$ cat src/rtl/pipeline_icache.sv
// pipeline_icache: read-only direct-mapped instruction cache.
// Same-cycle hit path from flop arrays; a miss refills one 32-byte line from
// memory through a two-state controller, then the request is served as a hit.
module pipeline_icache #(
   parameter int unsigned NUM_SETS = 16,
   parameter int unsigned CNT_W    = 32
) (
   input  logic              clk,
   input  logic              reset,
   input  logic              inst_read,
   input  logic [31:0]       inst_addr,
   output logic [31:0]       inst_rdata,
   output logic              inst_resp,
   output logic              pmem_read,
   output logic [31:0]       pmem_address,
   input  logic [255:0]      pmem_rdata,
   input  logic              pmem_resp,
   output logic [CNT_W-1:0]  hit_count,
   output logic [CNT_W-1:0]  miss_count
);

   localparam int unsigned IDX_W = $clog2(NUM_SETS);
   localparam int unsigned TAG_W = 27 - IDX_W;

   typedef enum logic {IDLE, FETCH} state_t;

   state_t              state_q, state_d;
   logic [NUM_SETS-1:0] valid_q, valid_d;
   logic [26:0]         line_q, line_d;
   logic [CNT_W-1:0]    hit_cnt_q, hit_cnt_d;
   logic [CNT_W-1:0]    miss_cnt_q, miss_cnt_d;

   logic [TAG_W-1:0]    tag_q  [NUM_SETS];
   logic [255:0]        data_q [NUM_SETS];

   logic [IDX_W-1:0]    req_idx;
   logic [TAG_W-1:0]    req_tag;
   logic [7:0]          word_lsb;
   logic [255:0]        req_line;
   logic [IDX_W-1:0]    fill_idx;
   logic [TAG_W-1:0]    fill_tag;
   logic                hit;
   logic                fill_done;
   logic                addr_unused;

   assign req_idx     = inst_addr[5 +: IDX_W];
   assign req_tag     = inst_addr[31 -: TAG_W];
   assign word_lsb    = {inst_addr[4:2], 5'b0};
   assign req_line    = data_q[req_idx];
   assign fill_idx    = line_q[IDX_W-1:0];
   assign fill_tag    = line_q[26 -: TAG_W];
   assign fill_done   = (state_q == FETCH) && pmem_resp;
   assign addr_unused = ^inst_addr[1:0];

   // Hit detection and CPU-facing outputs; reset masks a stale hit.
   always_comb begin
      hit        = !reset && (state_q == IDLE) && inst_read &&
                   valid_q[req_idx] && (tag_q[req_idx] == req_tag);
      inst_resp  = hit;
      inst_rdata = hit ? req_line[word_lsb +: 32] : '0;
   end

   // Memory-facing outputs, decoded only from registered state.
   always_comb begin
      pmem_read    = (state_q == FETCH);
      pmem_address = (state_q == FETCH) ? {line_q, 5'b0} : '0;
   end

   // Next-state logic for the controller, valid bits and saturating counters.
   always_comb begin
      state_d    = state_q;
      valid_d    = valid_q;
      line_d     = line_q;
      hit_cnt_d  = hit_cnt_q;
      miss_cnt_d = miss_cnt_q;
      case (state_q)
         IDLE: begin
            if (hit) begin
               if (hit_cnt_q != '1) hit_cnt_d = hit_cnt_q + 1'b1;
            end else if (inst_read) begin
               state_d = FETCH;
               line_d  = inst_addr[31:5];
               if (miss_cnt_q != '1) miss_cnt_d = miss_cnt_q + 1'b1;
            end
         end
         FETCH: begin
            if (pmem_resp) begin
               valid_d[fill_idx] = 1'b1;
               state_d           = IDLE;
            end
         end
         default: state_d = IDLE;
      endcase
   end

   // Controller state, valid bits and counters with synchronous reset.
   always_ff @(posedge clk) begin
      if (reset) begin
         state_q    <= IDLE;
         valid_q    <= '0;
         line_q     <= '0;
         hit_cnt_q  <= '0;
         miss_cnt_q <= '0;
      end else begin
         state_q    <= state_d;
         valid_q    <= valid_d;
         line_q     <= line_d;
         hit_cnt_q  <= hit_cnt_d;
         miss_cnt_q <= miss_cnt_d;
      end
   end

   // Tag and data arrays; unreset, qualified by the valid bits.
   always_ff @(posedge clk) begin
      if (fill_done && !reset) begin
         tag_q[fill_idx]  <= fill_tag;
         data_q[fill_idx] <= pmem_rdata;
      end
   end

   assign hit_count  = hit_cnt_q;
   assign miss_count = miss_cnt_q;

endmodule

$ cat config.mk
export PLATFORM = sky130hd
export DESIGN_NAME = pipeline_icache
export DESIGN_NICKNAME = d
export VERILOG_FILES = /design/src/rtl/pipeline_icache.sv
export SDC_FILE = /design/constraint.sdc
export NUM_CORES = 2
export LEC_CHECK = 0
export CAP_MARGIN = 20
export CORE_MARGIN = 1.5
export CORE_UTILIZATION = 60
export CTS_BUF_LIST = sky130_fd_sc_hd__clkbuf_8
export DETAILED_ROUTE_END_ITERATION = 6
export GPL_TIMING_DRIVEN = 0
export PLACE_DENSITY_LB_ADDON = 0.25
export SLEW_MARGIN = 5
export SYNTH_ARGS = -nofsm -noshare
export SYNTH_HDL_FRONTEND = slang
export SYNTH_MEMORY_MAX_BITS = 65536
export SYNTH_SLANG_ARGS = --single-unit
$ cat constraint.sdc
create_clock -name clk -period 37.4 [get_ports clk]
set_input_delay 11.22 -clock clk [delete_from_list [all_inputs] [get_ports clk]]
set_output_delay 11.22 -clock clk [all_outputs]
set_load 0.05 [all_outputs]
* After elaboration in Yosys (flattened, before gate mapping)
Memory sizes are Yosys's and may differ from the RTL's. Index checks and enable logic that the tools add are counted.
Cells by class: $add $sub $neg 2, multipliers 0, divide/modulo/power cells 0, $lt $le $gt $ge 3, equal/unequal tests 3, shift operators 1, muxes and demuxes 12, bitwise logic cells 3, reduce and logical (&&, ||, !) cells 12
Operator list (number):
- $shiftx A256 B9 Y32 | 1
- $add A32 B1 Y32 const B | 2
- $mux W32 | 2
- $ne A32 B32 Y1 const B | 2
- $eq A23 B23 Y1 | 1
- $or A16 B16 Y16 | 1
- $lt A4 B5 Y1 const B | 2
- $logic_and A1 B1 Y1 | 7
- $mux W1 | 7
- $reduce_and A3 Y1 | 2
- $bmux W1 S4 | 1
- $demux W1 S4 | 1
- $ge A4 B1 Y1 const B | 1
- $reduce_and A4 Y1 | 1
- $not A1 Y1 | 2
- $pmux W1 S2 | 1
- $reduce_and A2 Y1 | 1
- $logic_not A1 Y1 | 1
Word-level totals: register bits after elaboration 108, latch bits 0, RAM bits 4464, ROM bits 0, input bits 292, output and inout port bits 130, logic and storage cells 43, memories kept 2
Memories:
- data_q | depth 16, bits a word 256, read ports 1, clocked after Yosys merged registers in 0, write ports 1, line 34 | logic [255:0] data_q [NUM_SETS];
- tag_q | depth 16, bits a word 23, read ports 1, clocked after Yosys merged registers in 0, write ports 1, line 33 | logic [TAG_W-1:0] tag_q [NUM_SETS];

* Depth between registers and ports, before layout
word-level depth 7, depth in mapped cells 18

* Worst setup path before layout
No wires, ideal clock.
path type input to register, from input port reset, to memory data_q[0][0] (enable), setup time 1263 ps, arrival 30645 ps, required time 36137 ps, slack 5492 ps, cell stages on the path 4, path buffers 0, cell sequence inv_1 > nand3_1 > or3_1 > nor3_1
Between the ends: word-level cells in the longest chain between the ends 4
RTL lines:
- start: declaration | line 9 | input logic reset,
- $logic_not A1 Y1 | line 115 | if (fill_done && !reset) begin
- $logic_and A1 B1 Y1 | line 115
- $mux W1 | line 115
- $mux W1 (implied by the code) | line 117 | data_q[fill_idx] <= pmem_rdata;
- end: declaration | line 34
No other way between the ends.

* Worst setup path after layout
from input port inst_addr[5], to output port inst_rdata[30]
Between the ends: word-level cells in the longest chain between the ends 5, elaborated cells on any way between the ends 9, classes of those cells eq/ne (1); shift (1); mux (3); reduce/logical (2); memory (2)
RTL lines:
- start: declaration | line 11 | input logic [31:0] inst_addr,
- branches (longest 4 deep; another with $mem_v2 Z16 W256)
- $mux W32 (*) | line 60 | inst_rdata = hit ? req_line[word_lsb +: 32] : '0;
- end: declaration | line 12 | output logic [31:0] inst_rdata,
Mark *: on every way between the ends. The select of a mux whose other input is x is not followed.

==> impl_metrics.json <==
{
  "final_antenna_net_count": 0,
  "timing.final.crit_period_ns": 30.44,
  "synth.ff_latch_count": 4572,
  "detail_route.wl_per_cell_um": 35.9,
  "setup.worst_path.start_class": "primary input",
  "post_cts_resize_count": 0,
  "drt_pass1_iterations": 7,
  "cts.clk_slew.worst_paths_ns": 0.06,
  "worst_setup_path_start": "inst_addr[5]",
  "design.die.area_mm2": 0.295,
  "avgViaCountPerCell": 6.71,
  "detailedPlace.worstSlack_ns": 7.16,
  "detailedPlacementHpwl_mm": 322,
  "final.setup_skew_ns": 0.0533,
  "yosys_synthesis_warning_count": 0,
  "timing_worst_setup_path_type": "primary input to output port",
  "most-common-layout-cells": "edfxtp_1, mux4_2, clkbuf_8",
  "grt_start_max_net_pins": 23,
  "grt_pass1_wl_mm": 658,
  "clock_sinks": 4572,
  "clockRootBuffer": "clkbuf_8",
  "most_common_cell_after_layout_fill_and_taps_aside": "edfxtp_1",
  "worst_slew_pin_slew_ns": 1.28,
  "areaGrowthSynthToFinish_pct": 16.5,
  "first_global_vias": 87914,
  "worst_path_most_repeated_cell": "mux4_2",
  "tritoncts": "yes",
  "post_synth_num_cell_types": 67,
  "timing.max_cap.violations": 0,
  "syn_area_cell_um2": 24.5,
  "violations": "design-rule violations",
  "yosysSeqAreaShare": 0.779,
  "beginning_of_the_worst_hold_path": "valid_q[4]$_SDFFE_PP0P_",
  "vias": 88737,
  "setup_tns_ns": 0,
  "max_freq_ghz": 0.0328,
  "async_reset_ff_frac": 0,
  "setup_viol": 0,
  "critical_path_cell_list": "clkdlybuf4s50_1 > buf_4 > buf_4 > buf_2 > buf_2 > clkbuf_1 > buf_8 > clkbuf_2 > buf_1 > mux4_2 > mux4_2 > mux4_2 > mux2i_1 > nor2_1 > clkdlybuf4s50_1",
  "peakVddDrop_mv": 0.0367,
  "netlist_area_mm2": 0.175,
  "portBuffers": 409,
  "synth-edff-count": 4464,
  "worst-r2r-setup-slack_ns": 33.03,
  "coreArea_mm2": 0.291,
  "final_layout_size_suffix_gt1_frac": 0.309,
  "crit_arrival_ns": 19.22,
  "clk-insertion-delay-late_ns": 1.22,
  "end_kind": "output port",
  "route.detailed.drc": 1,
  "holdCritPathClass": "flop to flop",
  "fp.dieH_um": 543,
  "crit_buf_inv": 10,
  "cts_setup_buffers": 0,
  "total_leakage_power_nw": 65.1,
  "max-clock-path-buffers": 4,
  "detail_route.wirelength_mm": 475,
  "rr_startpoint": "tag_q[13][10]$_DFFE_PP_",
  "crit_slowest_cell": "mux2i_1",
  "htree_num_levels": 6,
  "grt_overflow_total": 0,
  "antenna_found_initial": 163,
  "drt_iter0_markers": 13116,
  "globalRouteTotalUtil": 0.324,
  "cp_top_family": "buffers and inverters",
  "globalplace.congestion": 0.962,
  "cp_slowest_stage_delay_ns": 0.92,
  "drv_slew": 0,
  "hold_violation_count_in_the_final_report": 0,
  "initial_core_util": 0.602,
  "status": "finished with violations",
  "most_frequently_used_flop_master_after_synthesis": "edfxtp_1",
  "period_share": 0.814,
  "cts_buffers": 681,
  "total_of_hold_buffers_inserted_after_clock_tree_synthesis": 0,
  "power.density_cell_area_mw_per_mm2": 49.0,
  "timing.max_slew.rel_slack": 0.148,
  "final.setup.worst_slack_ns": 6.96,
  "die-width_um": 543,
  "rows": 198,
  "final_net_count": 9005,
  "post_synth_inst_count": 7151,
  "worstPathRequired_ns": 26.18,
  "boundaryPins": 422,
  "rsz0062_at_grt": "false",
  "critical_path_peak_fanout": 10
}
final cells by class:
class / count / area [µm²]
Timing Repair Buffer: 873 / 11200
Antenna cell: 76 / 190
Clock inverter: 532 / 2840
Inverter: 16 / 60.1
Tap cell: 3900 / 4880
Buffer: 392 / 1640
Multi-Input combinational cell: 2175 / 37200
Clock buffer: 692 / 9520
Fill cell: 16300 / 86800
Sequential cell: 4572 / 136000
synth_stat cells (32+ instances only):
master	number	area (µm²)
mux4_2	1422	32000
nor2_1	90	338
a21oi_1	43	215
nand2_1	59	221
dfxtp_1	108	2160
and2_1	35	219
mux2_2	32	360
mux2i_1	87	871
clkbuf_1	240	901
nor2b_1	33	206
nand3_1	39	195
buf_1	114	428
edfxtp_1	4464	134000
registers in the layout, indices dropped and copies added, names as in the netlist:
signal / count
data_q: 4096
hit_count: 32
line_q: 27
miss_count: 32
pmem_read: 1
tag_q: 368
valid_q: 16
cell families after synthesis:
group,count (synthesis),share of synthesized area
multiplexers,1541,0.190
flip-flops,4572,0.779
buffers and inverters,408,0.00946
XOR/XNOR,23,0.00119
AND/OR/NAND/NOR,420,0.0131
adder cells (fa/ha/maj),2,0.000143
AO/OA/AOI/OAI,184,0.00742
other,1,0.0000214
final timing paths:
kind,endpoint,depth (start not counted)
setup / recovery,inst_rdata[30],15
hold / removal,valid_q[4]$_SDFFE_PP0P_,1
setup reg to reg,hit_count[2]$_SDFFE_PP0P_,12
hold reg to reg,valid_q[4]$_SDFFE_PP0P_,1
worst register-to-register path, cell delays in order, from the launching register on:
cell and delay [ns]:
edfxtp_1 0.36, mux4_2 0.48, mux2i_1 0.21, mux2i_1 0.17, xnor2_1 0.54, nand4_1 0.17
a211o_1 0.31, or4b_1 0.65, buf_2 0.22, buf_6 0.14, clkbuf_2 0.48, o31ai_1 0.41
a21oi_1 0.09
metrics by stage:
step,instances,hold WS (ns),util,instance area (µm²),power (mW)
2_1_floorplan,7155,0.421,-,175000,6.04
3_3_place_gp,11464,0.427,0.633,184000,6.31
3_5_place_dp,11884,0.433,0.656,191000,6.32
4_1_cts,13108,0.447,0.698,203000,9.99
5_1_grt,13196,0.472,0.701,204000,10.2
6_report,13228,0.448,0.701,204000,9.98
report_power, final:
group / switching (mW) / leakage, nW / internal [mW]
registers: 0.0118 / 41.3 / 5.64
clock network: 1.91 / 7.19 / 1.83
logic: 0.346 / 16.6 / 0.238
metal layers:
layer  routed length (µm)  track usage  up-vias
met2               222000        0.486     6708
met4                22300        0.152       96
li1                     -            -    34422
met3                66600       0.0971      975
met1               164000        0.443    46536
met5                  609            0        -
No activity file was read; power rests on OpenSTA's default activity.
